## config.mk

```make
export PLATFORM = sky130hd
export DESIGN_NAME = time_display
export DESIGN_NICKNAME = d
export VERILOG_FILES = /design/src/rtl/time_disp_pkg.sv /design/src/rtl/time_display_bin2bcd6.sv /design/src/rtl/time_display.sv
export SDC_FILE = /design/constraint.sdc
export NUM_CORES = 1
export LEC_CHECK = 0
export CAP_MARGIN = 20
export CORE_ASPECT_RATIO = 1.25
export CORE_MARGIN = 2
export CORE_UTILIZATION = 25
export DETAILED_ROUTE_END_ITERATION = 10
export HOLD_SLACK_MARGIN = 0.15
export MAX_ROUTING_LAYER = met4
export SLEW_MARGIN = 10
export SYNTH_ARGS = -nofsm -noshare
export SYNTH_HDL_FRONTEND = slang
export SYNTH_HIERARCHICAL = 1
export SYNTH_SLANG_ARGS = --single-unit
```

## constraint.sdc

```tcl
create_clock -name clk_s -period 2.47 [get_ports clk_s]
set_input_delay 0.494 -clock clk_s [delete_from_list [all_inputs] [get_ports clk_s]]
set_output_delay 0.494 -clock clk_s [all_outputs]
set_load 0.02 [all_outputs]
```

## src/rtl/time_disp_pkg.sv

```systemverilog
// Shared types and helpers for the MM.SS display back-end.
// Build option TIME_DISP_LZ_BLANK_EN blanks a leading minutes-tens zero.
package time_disp_pkg;

  typedef enum logic [1:0] {
    IDLE,
    LOAD,
    SHIFT,
    COMMIT
  } state_e;

  localparam logic [1:0] DIG_SO = 2'd0;
  localparam logic [1:0] DIG_ST = 2'd1;
  localparam logic [1:0] DIG_MO = 2'd2;
  localparam logic [1:0] DIG_MT = 2'd3;

  function automatic logic [6:0] seg7_decode(
    input logic [3:0] d
  );
    logic [6:0] s;
    case (d)
      4'd0:    s = 7'h40;
      4'd1:    s = 7'h79;
      4'd2:    s = 7'h24;
      4'd3:    s = 7'h30;
      4'd4:    s = 7'h19;
      4'd5:    s = 7'h12;
      4'd6:    s = 7'h02;
      4'd7:    s = 7'h78;
      4'd8:    s = 7'h00;
      4'd9:    s = 7'h10;
      default: s = 7'h7F;
    endcase
    return s;
  endfunction

endpackage

```

## src/rtl/time_display_bin2bcd6.sv

```systemverilog
// 6-bit binary to two-digit BCD, shift-add-3, one bit per shift strobe.
// Stepped externally by load/shift strobes from the display FSM.
module bin2bcd6 (
  input  logic       clk_s,
  input  logic       reset_n,
  input  logic       load_i,
  input  logic       shift_i,
  input  logic [5:0] bin_i,
  output logic [7:0] bcd_o
);

  logic [5:0] bin_q;
  logic [7:0] bcd_q;
  logic [6:0] adj;

  // Tens never exceeds 3 before a shift, so its carry-out is unreachable
  always_comb begin
    adj[3:0] = bcd_q[3:0];
    adj[6:4] = bcd_q[6:4];
    if (bcd_q[3:0] >= 4'd5)
      adj[3:0] = bcd_q[3:0] + 4'd3;
    if (bcd_q[7:4] >= 4'd5)
      adj[6:4] = bcd_q[6:4] + 3'd3;
  end

  always_ff @(posedge clk_s or negedge reset_n) begin
    if (!reset_n) begin
      bin_q <= '0;
      bcd_q <= '0;
    end else if (load_i) begin
      bin_q <= bin_i;
      bcd_q <= '0;
    end else if (shift_i) begin
      bin_q <= {bin_q[4:0], 1'b0};
      bcd_q <= {adj, bin_q[5]};
    end
  end

  assign bcd_o = bcd_q;

endmodule

```

## src/rtl/time_display.sv

```systemverilog
// MM.SS display back-end: input sync, BCD conversion FSM, digit scan.
// Build option TIME_DISP_LZ_BLANK_EN blanks a leading minutes-tens zero.
module time_display
  import time_disp_pkg::*;
#(
  parameter int REFRESH_DIV = 1024
) (
  input  logic       clk_s,
  input  logic       reset_n,
  input  logic [5:0] sec,
  input  logic [5:0] min,
  output logic [3:0] an,
  output logic [6:0] seg,
  output logic       dp,
  output logic       busy
);

  localparam int CW = $clog2(REFRESH_DIV);

  logic [11:0] sync1_q, sync2_q;
  logic [11:0] stab_q, last_q;
  logic        stable;

  state_e      state_q, state_d;
  logic [2:0]  cnt_q, cnt_d;
  logic        load, shift, commit;
  logic [7:0]  bcd_s, bcd_m;

  logic [3:0]  so_q, st_q, mo_q, mt_q;
  logic [CW-1:0] ref_q;
  logic [1:0]  idx_q;
  logic [3:0]  dig;
  logic        blank;
  logic [3:0]  an_q;
  logic [6:0]  seg_q;
  logic        dp_q;

  always_ff @(posedge clk_s or negedge reset_n) begin
    if (!reset_n) begin
      sync1_q <= '0;
      sync2_q <= '0;
      stab_q  <= '0;
    end else begin
      sync1_q <= {min, sec};
      sync2_q <= sync1_q;
      stab_q  <= sync2_q;
    end
  end

  assign stable = (sync2_q == stab_q);

  always_comb begin
    state_d = state_q;
    cnt_d   = cnt_q;
    load    = 1'b0;
    shift   = 1'b0;
    commit  = 1'b0;
    unique case (state_q)
      IDLE: begin
        if (stable && (sync2_q != last_q))
          state_d = LOAD;
      end
      LOAD: begin
        load    = 1'b1;
        cnt_d   = 3'd6;
        state_d = SHIFT;
      end
      SHIFT: begin
        shift = 1'b1;
        cnt_d = cnt_q - 3'd1;
        if (cnt_q == 3'd1)
          state_d = COMMIT;
      end
      COMMIT: begin
        commit  = 1'b1;
        state_d = IDLE;
      end
      default: state_d = IDLE;
    endcase
  end

  always_ff @(posedge clk_s or negedge reset_n) begin
    if (!reset_n) begin
      state_q <= IDLE;
      cnt_q   <= '0;
      last_q  <= '0;
    end else begin
      state_q <= state_d;
      cnt_q   <= cnt_d;
      if (load)
        last_q <= sync2_q;
    end
  end

  assign busy = (state_q != IDLE);

  bin2bcd6 u_sec (
    .clk_s   (clk_s),
    .reset_n (reset_n),
    .load_i  (load),
    .shift_i (shift),
    .bin_i   (sync2_q[5:0]),
    .bcd_o   (bcd_s)
  );

  bin2bcd6 u_min (
    .clk_s   (clk_s),
    .reset_n (reset_n),
    .load_i  (load),
    .shift_i (shift),
    .bin_i   (sync2_q[11:6]),
    .bcd_o   (bcd_m)
  );

  // All four digits update together so the display never tears
  always_ff @(posedge clk_s or negedge reset_n) begin
    if (!reset_n) begin
      so_q <= '0;
      st_q <= '0;
      mo_q <= '0;
      mt_q <= '0;
    end else if (commit) begin
      so_q <= bcd_s[3:0];
      st_q <= bcd_s[7:4];
      mo_q <= bcd_m[3:0];
      mt_q <= bcd_m[7:4];
    end
  end

  always_ff @(posedge clk_s or negedge reset_n) begin
    if (!reset_n) begin
      ref_q <= '0;
      idx_q <= DIG_SO;
    end else if (ref_q == CW'(REFRESH_DIV - 1)) begin
      ref_q <= '0;
      idx_q <= idx_q + 2'd1;
    end else begin
      ref_q <= ref_q + 1'b1;
    end
  end

  always_comb begin
    dig = so_q;
    unique case (idx_q)
      DIG_SO: dig = so_q;
      DIG_ST: dig = st_q;
      DIG_MO: dig = mo_q;
      DIG_MT: dig = mt_q;
      default: dig = so_q;
    endcase
  end

`ifdef TIME_DISP_LZ_BLANK_EN
  assign blank = (idx_q == DIG_MT) && (mt_q == 4'd0);
`else
  assign blank = 1'b0;
`endif

  always_ff @(posedge clk_s or negedge reset_n) begin
    if (!reset_n) begin
      an_q  <= 4'hF;
      seg_q <= 7'h7F;
      dp_q  <= 1'b1;
    end else begin
      an_q  <= blank ? 4'hF : ~(4'b0001 << idx_q);
      seg_q <= blank ? 7'h7F : seg7_decode(dig);
      dp_q  <= (idx_q != DIG_MO);
    end
  end

  assign an  = an_q;
  assign seg = seg_q;
  assign dp  = dp_q;

endmodule

```

After elaboration in Yosys (flattened, before gate mapping)
Memory sizes are Yosys's and may differ from the RTL's. A register that Yosys moved wholly into a read port is not among the register bits.
Index checks and enable logic that the tools add are counted.
{"block": "totals", "reg_bits": 114, "latchBits": 0, "ram_bits": 0, "romBits": 112, "input_bits": 14, "word_cells": 74, "n_memories": 1}
{"block": "classes", "addsub": 7, "multipliers": 0, "div_mod_pow": 0, "order_cmp": 4, "n_eq_ne": 13, "n_shift": 1, "mux": 21, "n_bitwise": 1, "reduce_logical": 8}
{"name": "(no name shown)", "depth": 16, "width": 7, "rd": 1, "rd_ports_with_merged_regs": 1, "write_ports": 0, "line": "time_disp_pkg.sv:21", "rtl": "case (d)"}
{"cell": "8-bit two-way mux", "n": 4}
{"cell": "6-bit two-way mux", "n": 4}
{"cell": "4-bit by 3-bit greater-or-equal comparator with 1-bit output (second input constant)", "n": 4}
{"cell": "4-bit case mux with 4 select lines", "n": 1}
{"cell": "12-bit equality test", "n": 1}
{"cell": "12-bit inequality test", "n": 1}
{"cell": "10-bit by 1-bit adder with 10-bit output (second input constant)", "n": 1}
{"cell": "10-bit equality test (second input constant)", "n": 1}
{"cell": "10-bit two-way mux", "n": 1}
{"cell": "4-bit by 2-bit adder with 4-bit output (second input constant)", "n": 2}
{"cell": "2-bit equality test (second input constant)", "n": 4}
{"cell": "4-bit two-way mux", "n": 2}
{"cell": "2-bit case mux with 4 select lines", "n": 1}
{"cell": "3-bit by 2-bit adder with 3-bit output (second input constant)", "n": 2}
{"cell": "3-bit two-way mux", "n": 2}
{"cell": "2-bit inequality test (second input constant)", "n": 3}
{"cell": "3-bit case mux with 2 select lines", "n": 1}
{"cell": "2-bit nonzero test", "n": 3}
{"cell": "2-bit by 1-bit equality test with 1-bit output (second input constant)", "n": 2}
{"cell": "2-bit logical NOT", "n": 2}
{"cell": "2-bit two-way mux", "n": 2}
{"cell": "4-bit inverter", "n": 1}
{"cell": "1-bit by 2-bit << shifter with 4-bit output (first input constant)", "n": 1}
{"cell": "3-bit by 1-bit equality test with 1-bit output (second input constant)", "n": 1}
{"cell": "other kinds (6)", "n": 8}

Longest topological paths before layout
Gate-level depths: netlist of the first run.
{"block": "logic_depth", "word_depth": 4, "mapped_depth": 8, "mapped_depth_nobuf": 8}

Cells and area by module
Netlist of the first run, hierarchy kept.
{"module": "time_display", "instances": 1, "cells_each": 267, "area_per_inst_um2": 3653.5, "seq_area_each_um2": 2316.0}
{"module": "bin2bcd6", "instances": 2, "cells_each": 74, "area_per_inst_um2": 745.7, "seq_area_each_um2": 350.3}

Worst setup path after synthesis of the first run
Ideal clock, no wire load.
{"block": "synth_timing", "path_kind": "reg2reg", "from": "reg idx_q[0]", "to": "reg seg_q[3], in the netlist seg[3]", "setup_time_ns": 0.077, "t_arrival_ns": 1.738, "setup_slack_ns": 0.656, "path_stages_with_launch": 8, "path_buffers": 1, "synth_period_minus_slack_ns": 1.814, "path_cell_list": "dfrtp_1 > inv_1 > ha_1 > clkbuf_2 > mux2i_2 > inv_1 > ha_1 > a21o_1"}
{"block": "synth_via", "elab_chain_len": 2, "word_cells_on_any_way": 5, "classes_between": "eq/ne (3); mux (1); reduce/logical (1)"}
{"element": "start, declared", "line": "time_display.sv:31", "rtl": "logic [1:0] idx_q;"}
{"element": "start signal, assigned", "line": "time_display.sv:136", "rtl": "idx_q <= idx_q + 2'd1;"}
{"element": "2-bit equality test, or another cell as far along", "line": "time_display.sv:144", "rtl": "unique case (idx_q)"}
{"element": "4-bit case mux with 4 select lines *", "line": "time_display.sv:144"}
{"element": "end, declared", "line": "time_display.sv:35", "rtl": "logic [6:0] seg_q;"}
Mark *: on every way between the ends. The rest lies on a longest branch, timed or not.
A chain may end at the register's enable or synchronous reset.

==> results of run 1 <==
[per-stage QoR]
step                hold WS [ns]  cells  area, µm²
finish                     0.346    739       6370
CTS                        0.347    739       6370
floorplan                  0.198    415       5140
detailed placement         0.335    706       5770
global route               0.351    739       6370
global placement           0.332    706       5770
[routing by layer]
metal / global-route usage, % / share of wire, % / up-vias
met4: 4.84 / 2.9 / 0
li1: - / - / 1527
met5: - / 0 / -
met2: 14.9 / 48 / 65
met3: 3.41 / 4.2 / 21
met1: 10.5 / 45 / 1517
[layout by cell type, fill, tap and decap left out, types with 5 or more instances in the layout]
master and n:
sky130_fd_sc_hd__dfrtp_1 109, sky130_fd_sc_hd__nand2b_1 6, sky130_fd_sc_hd__clkdlybuf4s50_1 24, sky130_fd_sc_hd__inv_1 27
sky130_fd_sc_hd__buf_4 8, sky130_fd_sc_hd__xor2_1 18, sky130_fd_sc_hd__a21oi_1 11, sky130_fd_sc_hd__xnor2_1 16
sky130_fd_sc_hd__nand2_1 27, sky130_fd_sc_hd__clkbuf_16 17, sky130_fd_sc_hd__nor2_1 14, sky130_fd_sc_hd__mux2i_1 14
sky130_fd_sc_hd__o21ai_0 23, sky130_fd_sc_hd__nand3_1 11, sky130_fd_sc_hd__ha_1 23, sky130_fd_sc_hd__dfstp_2 11
sky130_fd_sc_hd__o21ai_1 6, sky130_fd_sc_hd__a211oi_1 5, sky130_fd_sc_hd__mux2_2 28
[cell type report]
| cell class | instances | area, µm² |
|---|---|---|
| Clock buffer | 18 | 439 |
| Fill cell | 2071 | 13800 |
| Clock inverter | 14 | 149 |
| Sequential cell | 120 | 3020 |
| Multi-Input combinational cell | 253 | 1960 |
| Timing Repair Buffer | 36 | 363 |
| Inverter | 28 | 105 |
| Tap cell | 270 | 338 |
[power groups by stage]
stage,Combinational [µW],Sequential [µW],Clock (µW)
2_1_floorplan,1520,2850,0
3_3_place_gp,2010,2870,0
3_5_place_dp,2110,2900,0
4_1_cts,2130,2870,2470
5_1_grt,2380,2940,2560
6_report,2110,2860,2410
[worst max-delay path by stage]
stage	from	endpoint	slack (ns)
2_1_floorplan	idx_q[0]	seg[3]	0.66
5_1_grt	idx_q[0]	seg[6]	0.26
3_5_place_dp	idx_q[0]	seg[6]	0.46
4_1_cts	state_q[0]	busy	0.08
6_report	an[2]	dp	0.45
3_3_place_gp	idx_q[1]	seg[0]	0.53
[flip-flops by register name, summed over array words and instances, names as in the netlist, 3 cells and up]
name         count
ref_q           10
cnt_q            3
sync1_q         12
st_q             4
mo_q             4
u_sec/bcd_o      8
seg              7
u_min/bin_q      6
an               4
stab_q          12
u_sec/bin_q      6
last_q          12
sync2_q         12
so_q             4
u_min/bcd_o      8
mt_q             4
[repair_timing]
item / CTS / global route
setup buffers: 0 / 0
setup endpoints to repair: 0 / 1
hold buffers: 1 / 0
resized for setup: 0 / 1
hold endpoints to repair: 31 / 0
[cells by family (layout without fill, tap and decap cells)]
family          after synthesis  after routing  synth area share, %
compound gates               68             68                 8.34
xor+xnor                     34             34                 5.79
fa+ha+maj                    23             23                 5.59
buf+inv                      42             96                 3.23
flops                       120            120                 58.6
mux                          46             46                 9.87
simple gates                 82             82                 8.54
==> results_tabular.tex, run 1 <==
\begin{tabular}{lr}
\hline
Metric & Value \\
\hline
\multicolumn{2}{l}{\textbf{Hold path}} \\
\quad Hold Startpoint & sync1\_q[8] \\
\quad Worst Hold Endpoint & sync2\_q[8] \\
\quad Type of the most critical hold path & flip-flop to flip-flop \\
\quad Hold Path Depth & 0 \\
\multicolumn{2}{l}{\textbf{Power and ir drop}} \\
\quad Switching fraction of total power & 31.9\% \\
\quad Largest vdd supply drop & 0.535 mV \\
\quad Fraction of power consumed by combinational cells & 28.6\% \\
\quad Sw power & 2350 µW \\
\quad Leakage Power & 0.00268 µW \\
\quad Power Internal & 5030 µW \\
\quad Sequential share of power & 38.7\% \\
\quad Clk network pwr share & 32.6\% \\
\quad P per Cell Area & 1160 mW/mm² \\
\quad Total power after layout & 7380 µW \\
\multicolumn{2}{l}{\textbf{Global route}} \\
\quad Initial antenna violation count & 0 \\
\quad First-pass GRT wire length & 15.6 mm \\
\quad Overall overflow remaining after global route & 0 \\
\quad GRT Total Usage & 9.40\% \\
\quad Largest net degree at the start of global routing & 58 \\
\quad Vias in the first global route & 3288 \\
\multicolumn{2}{l}{\textbf{Clock tree}} \\
\quad Maximum clock path buffer count & 2 \\
\quad Clock root cell & sky130\_fd\_sc\_hd\_\_clkbuf\_16 \\
\quad Clock latency on the worst-skew pair & 0.41 ns \\
\quad Clock slew at reported path FFs & 0.06 ns \\
\quad CTS tree & done \\
\quad Total number of H-tree levels & 4 \\
\quad Clock sink count & 120 \\
\quad Number of buffers created by CTS & 17 \\
\multicolumn{2}{l}{\textbf{Routing}} \\
\quad Total vias in the final route & 3130 \\
\quad Via density & 4.24 \\
\quad First-pass DRT Iterations & 6 \\
\quad Count of nets left with antenna violations after detail routing & 0 \\
\quad Detail-routed net length per standard cell & 12.1 µm \\
\quad Final Routed Wirelength & 8.97 mm \\
\quad Initial DRC count & 220 \\
\quad Remaining DRCs & 0 \\
\multicolumn{2}{l}{\textbf{Worst setup path}} \\
\quad Cell family with most CP delay & buffers and inverters \\
\quad CP startpoint kind & flip-flop \\
\quad Endpoint kind of the worst setup timing path & output port \\
\quad Combined buffer and inverter count along the critical path & 1 \\
\quad Origin of the critical flop-to-flop path & idx\_q[0] \\
\quad Highest fanout seen on the critical path & 2 \\
\quad Cell depth of the worst flop-to-flop path & 7 \\
\quad RR Endpoint & seg[0] \\
\quad Worst reg2reg setup slack & 0.45 ns \\
\quad Maximum cell stage delay along the critical path & 0.59 ns \\
\quad Cell-by-cell listing of the critical path & clkdlybuf4s50\_1 \\
\quad Worst setup path category & flip-flop to output port \\
\quad Slowest cell on crit path & sky130\_fd\_sc\_hd\_\_clkdlybuf4s50\_1 \\
\quad Required time at the endpoint of the critical path & 1.98 ns \\
\quad Number of stages on the worst setup path & 1 \\
\quad WP data arrival & 1.53 ns \\
\multicolumn{2}{l}{\textbf{Synthesis}} \\
\quad Yosys Warn Count & 6 \\
\quad Cells taking the most area after synthesis & sky130\_fd\_sc\_hd\_\_dfrtp\_1 (53\%), sky130\_fd\_sc\_hd\_\_mux2\_2 (6.1\%), sky130\_fd\_sc\_hd\_\_dfstp\_2 (5.6\%) \\
\quad Fraction of registers with async set or reset after synthesis & 100\% \\
\quad Area share of the largest cell type after synthesis & 53.0\% \\
\quad \#FFs+latches synth & 120 \\
\quad Commonest cells in the netlist & sky130\_fd\_sc\_hd\_\_dfrtp\_1 (109), sky130\_fd\_sc\_hd\_\_mux2\_2 (28), sky130\_fd\_sc\_hd\_\_inv\_1 (27), sky130\_fd\_sc\_hd\_\_nand2\_1 (27) \\
\quad Primary flip-flop cell chosen by synthesis mapping & sky130\_fd\_sc\_hd\_\_dfrtp\_1 \\
\quad Library cell with the largest summed area after synthesis & sky130\_fd\_sc\_hd\_\_dfrtp\_1 \\
\quad Number of enable-type register cells in the synthesized netlist & 0 \\
\quad Number of cells produced by synthesis & 415 \\
\quad Cell area after synthesis & 0.00514 mm² \\
\quad Share of synthesized area occupied by flip-flops and latches & 58.6\% \\
\quad Leading cell type by number of instances after synthesis & sky130\_fd\_sc\_hd\_\_dfrtp\_1 \\
\quad Mapped Nets & 452 \\
\quad Library cells used by synthesis & 46 \\
\quad Synthesized area per cell & 12.4 µm² \\
\multicolumn{2}{l}{\textbf{STA}} \\
\quad Worst Clk Skew & 0.00514 ns \\
\quad Final count of negative-setup-slack endpoints & 0 \\
\quad Worst Max-Slew Pin Slew & 0.712 ns \\
\quad Number of hold violations in the final report & 0 \\
\quad Sum Neg Setup Slack & 0 ns \\
\quad Relative slew slack & 52.5\% \\
\quad Min Tclk post-route & 2.02 ns \\
\quad Fin crit share & 81.8\% \\
\quad Worst Setup Slack, final & 0.450 ns \\
\quad Achievable frequency & 0.495 GHz \\
\quad Max Transition Viols Final & 0 \\
\quad RSZ-0062 raised after global routing & false \\
\multicolumn{2}{l}{\textbf{Placement}} \\
\quad Detailed-placement wirelength estimate & 6.08 mm \\
\quad Quantity of I/O buffers inserted on ports & 26 \\
\quad Worst slack at placement & 0.457 ns \\
\quad Final weighted congestion of routability-driven global placement & 0.792 \\
\multicolumn{2}{l}{\textbf{Floorplan}} \\
\quad Standard-cell row count & 58 \\
\quad Ports placed on the boundary & 27 \\
\quad Die outline area & 0.0218 mm² \\
\quad Die Height & 164 µm \\
\quad Effective utilization at floorplan & 25.5\% \\
\quad Die width & 132 µm \\
\quad Area inside the core boundary & 0.0202 mm² \\
\multicolumn{2}{l}{\textbf{Outcome}} \\
\quad Run status & complete, no violations \\
\multicolumn{2}{l}{\textbf{Cells and area}} \\
\quad Fraction of layout cells with a size suffix above 1 & 19.2\% \\
\quad Total number of nets in the final design & 493 \\
\quad Area growth from synthesis to final layout & 23.9\% \\
\quad Utilization of the core after routing & 31.6\% \\
\quad Number of antenna repair diodes & 0 \\
\multicolumn{2}{l}{\textbf{Job}} \\
\quad Max-cap violation count & 0 \\
\hline
\end{tabular}
No activity file was read; power rests on OpenSTA's default activity.
==> run 2: changes to the inputs <==
==> constraint.sdc (replaced) <==
create_clock -name clk_s -period 2.03 [get_ports clk_s]
set_input_delay 0.406 -clock clk_s [delete_from_list [all_inputs] [get_ports clk_s]]
set_output_delay 0.406 -clock clk_s [all_outputs]
set_load 0.02 [all_outputs]
==> run 2 against run 1 <==
Clock-buffer cell count decreased by 1; sequential cell count unchanged; setup slack got worse by 0.40 ns; sequential power is 22% higher; total power rose by 27%; cell count is 1.2% higher; critical path depth grew 3; final area up 2.7%; routed wire length rose by 4.2%; critical path type unchanged; largest cell class unchanged; highest routed layer unchanged.
==> results_tabular.tex, run 2 (synthesis gave the netlist of run 1 again) <==
\begin{tabular}{lr}
\hline
Metric & Value \\
\hline
\multicolumn{2}{l}{\textbf{Routing}} \\
\quad Final Routed Wirelength & 9.35 mm (+4.2\%) \\
\quad Top sig layer & met4 \\
\quad Met2 WL & 4.65 mm (+7.2\%) \\
\quad Total vias in the final route & 3178 (+1.5\%) \\
\quad First-pass DRT Iterations & 6 (unchanged) \\
\quad Routed met3 length & 322 µm (-14\%) \\
\quad Initial DRC count & 249 (+13\%) \\
\quad Via density & 4.25 (+0.31\%) \\
\quad Remaining DRCs & 0 (unchanged) \\
\quad Detail-routed net length per standard cell & 12.5 µm (+2.9\%) \\
\quad Count of nets left with antenna violations after detail routing & 0 (unchanged) \\
\quad Met1 layer wirelength in the final routing & 4.22 mm (+5.6\%) \\
\multicolumn{2}{l}{\textbf{STA}} \\
\quad Achievable frequency & 0.506 GHz \\
\quad Max Transition Viols Final & 0 (unchanged) \\
\quad Worst Max-Slew Pin Slew & 0.485 ns (-0.227 ns) \\
\quad Fin crit share & 97.4\% \\
\quad Sum Neg Setup Slack & 0 ns (unchanged) \\
\quad Worst Setup Slack, final & 0.0535 ns (-0.396 ns) \\
\quad Relative slew slack & 67.7\% (+15 points) \\
\quad Worst Clk Skew & 0.00669 ns (+0.00155 ns) \\
\quad Number of hold violations in the final report & 0 (unchanged) \\
\quad RSZ-0062 raised after global routing & true \\
\quad Min Tclk post-route & 1.98 ns \\
\quad Final count of negative-setup-slack endpoints & 0 (unchanged) \\
\multicolumn{2}{l}{\textbf{Floorplan}} \\
\quad Die outline area & 0.0218 mm² (unchanged) \\
\quad Die Height & 164 µm (unchanged) \\
\quad Effective utilization at floorplan & 25.5\% (unchanged) \\
\quad Die width & 132 µm (unchanged) \\
\quad Ports placed on the boundary & 27 (unchanged) \\
\quad Standard-cell row count & 58 (unchanged) \\
\quad Area inside the core boundary & 0.0202 mm² (unchanged) \\
\multicolumn{2}{l}{\textbf{Clock tree}} \\
\quad Clock sink count & 120 (unchanged) \\
\quad Maximum clock path buffer count & 2 (unchanged) \\
\quad Total number of H-tree levels & 4 (unchanged) \\
\quad Clock latency on the worst-skew pair & 0.40 ns (about the same) \\
\quad CTS tree & done \\
\quad Number of buffers created by CTS & 17 (unchanged) \\
\quad Clock root cell & sky130\_fd\_sc\_hd\_\_clkbuf\_16 \\
\quad Clock slew at reported path FFs & 0.06 ns (about the same) \\
\multicolumn{2}{l}{\textbf{Hold path}} \\
\quad Type of the most critical hold path & primary input to async pin \\
\multicolumn{2}{l}{\textbf{Worst setup path}} \\
\quad Endpoint kind of the worst setup timing path & output port \\
\quad CP startpoint kind & flip-flop \\
\quad Cell-by-cell listing of the critical path & inv\_1 > ha\_1 > inv\_1 > clkdlybuf4s15\_1 \\
\quad Worst setup path category & flip-flop to output port \\
\quad Maximum cell stage delay along the critical path & 0.40 ns (-0.19 ns) \\
\quad WP data arrival & 1.57 ns (+0.04 ns) \\
\quad Required time at the endpoint of the critical path & 1.62 ns (-0.36 ns) \\
\quad Dominant cell type by count on the critical path & sky130\_fd\_sc\_hd\_\_inv\_1 \\
\quad Highest fanout seen on the critical path & 4 (+2) \\
\quad Slowest cell on crit path & sky130\_fd\_sc\_hd\_\_dfrtp\_1 \\
\multicolumn{2}{l}{\textbf{Cells and area}} \\
\quad Area growth from synthesis to final layout & 27.2\% \\
\quad Number of antenna repair diodes & 0 (unchanged) \\
\quad Final non-filler cell area & 0.00655 mm² (+2.7\%) \\
\quad Fraction of layout cells with a size suffix above 1 & 22.6\% (+3.4 points) \\
\quad Top library cells by usage in the layout, fill and taps aside & sky130\_fd\_sc\_hd\_\_dfrtp\_1 (109), sky130\_fd\_sc\_hd\_\_mux2\_2 (28), sky130\_fd\_sc\_hd\_\_nand2\_1 (27) \\
\quad Most common cell after layout, fill and taps aside & sky130\_fd\_sc\_hd\_\_dfrtp\_1 \\
\quad Total number of nets in the final design & 503 (+2.0\%) \\
\quad Final instance count without filler cells & 748 (+1.2\%) \\
\multicolumn{2}{l}{\textbf{Outcome}} \\
\quad Run status & complete, no violations \\
\multicolumn{2}{l}{\textbf{Power and ir drop}} \\
\quad Clk network pwr share & 33.6\% (+1.0 points) \\
\quad Total power after layout & 9340 µW (+27\%) \\
\quad Fraction of power consumed by combinational cells & 29.1\% (+0.5 points) \\
\quad Switching fraction of total power & 31.2\% (-0.70 points) \\
\quad Largest vdd supply drop & 0.754 mV (+41\%) \\
\quad Sw power & 2910 µW (+24\%) \\
\quad Sequential share of power & 37.3\% (-1.4 points) \\
\quad Leakage Power & 0.00274 µW (+2.3\%) \\
\quad P per Cell Area & 1430 mW/mm² (+23\%) \\
\quad Power Internal & 6430 µW (+28\%) \\
\multicolumn{2}{l}{\textbf{Global route}} \\
\quad Initial antenna violation count & 0 (unchanged) \\
\quad GRT Total Usage & 9.62\% (+0.22 points) \\
\quad Vias in the first global route & 3266 (-0.67\%) \\
\quad First-pass GRT wire length & 16.0 mm (+2.4\%) \\
\quad Largest net degree at the start of global routing & 64 (+10\%) \\
\quad Overall overflow remaining after global route & 0 (unchanged) \\
\multicolumn{2}{l}{\textbf{Placement}} \\
\quad Placed cell count & 709 (+0.42\%) \\
\quad Worst slack at placement & 0.00606 ns (-0.451 ns) \\
\quad Final weighted congestion of routability-driven global placement & 0.748 (-5.6\%) \\
\quad Quantity of I/O buffers inserted on ports & 26 (unchanged) \\
\quad Total placed instance area & 0.00581 mm² (+0.61\%) \\
\quad Detailed-placement wirelength estimate & 6.15 mm (+1.1\%) \\
\multicolumn{2}{l}{\textbf{Job}} \\
\quad Max-cap violation count & 0 (unchanged) \\
\hline
\end{tabular}
-- run 2: changes by cell type in the layout (fill, tap and decap cells not counted), moves of 2 or more --
cell and change:
sky130_fd_sc_hd__buf_4 +9, sky130_fd_sc_hd__ha_1 -4, sky130_fd_sc_hd__ha_2 +3, sky130_fd_sc_hd__bufinv_16 +2
sky130_fd_sc_hd__clkinv_2 -2, sky130_fd_sc_hd__inv_1 -2, sky130_fd_sc_hd__inv_2 +2, sky130_fd_sc_hd__mux2i_4 +2
-- run 2: repair_timing --
| item | 4_1_cts | 5_1_grt |
|---|---|---|
| pin swaps | 1 | 4 |
| hold buffers | 1 | 0 |
| endpoints found under the setup margin | 2 | 8 |
| hold endpoints to repair | 109 | 0 |
| cloned | 0 | 0 |
| gates resized for setup | 1 | 14 |
| buffers inserted | 1 | 6 |
-- run 2: through the flow --
step	hold WS (ns)	utilization (%)
5_1_grt	0.324	32.4
3_3_place_gp	0.212	28.8
6_report	0.332	32.4
3_5_place_dp	0.213	28.8
4_1_cts	0.314	32.0
2_1_floorplan	0.110	-
-- run 2: worst paths after layout --
check                           startpoint    endpoint  slack (ns)  depth (start not counted)
min in group clk_s              sync1_q[2]  sync2_q[2]        0.35                          0
worst min register to register  sync1_q[2]  sync2_q[2]        0.35                          0
worst max register to register    idx_q[0]      seg[0]        0.07                          7
worst max-delay path            state_q[0]        busy        0.05                          4
worst min-delay path               reset_n  sync1_q[9]        0.33                          2
max in group asynchronous          reset_n      seg[1]        1.13                          3
-- run 2: power by group through the flow --
stage                     Combinational, µW  Sequential (µW)  Clock (µW)
after global routing                   3070             3570        3330
after detailed placement               2640             3530           0
final                                  2720             3480        3140
after CTS                              2650             3490        3200
after floorplan                        1850             3470           0
after global placement                 2530             3510           0
-- run 2: cell type report --
cell class | instances | area [µm²]
clock inverters | 14 | 199
well taps | 270 | 338
multi-input cells | 253 | 2010
inverters | 28 | 105
fillers | 2058 | 13600
repair buffers | 46 | 448
clock buffers | 17 | 425
flip-flops and latches | 120 | 3020
-- run 2: worst max-delay path, delay by kind of cell, from the launching register on --
kind | cells | cell delay, ns
buf+inv | 3 | 0.53
flops | 1 | 0.40
fa+ha+maj | 1 | 0.23
-- run 2: routing by layer --
layer | global-route usage (%) | up-vias
met5 | - | -
met4 | 4.25 | 0
met3 | 3.16 | 11
met2 | 15.4 | 60
met1 | 11.1 | 1559
li1 | - | 1548
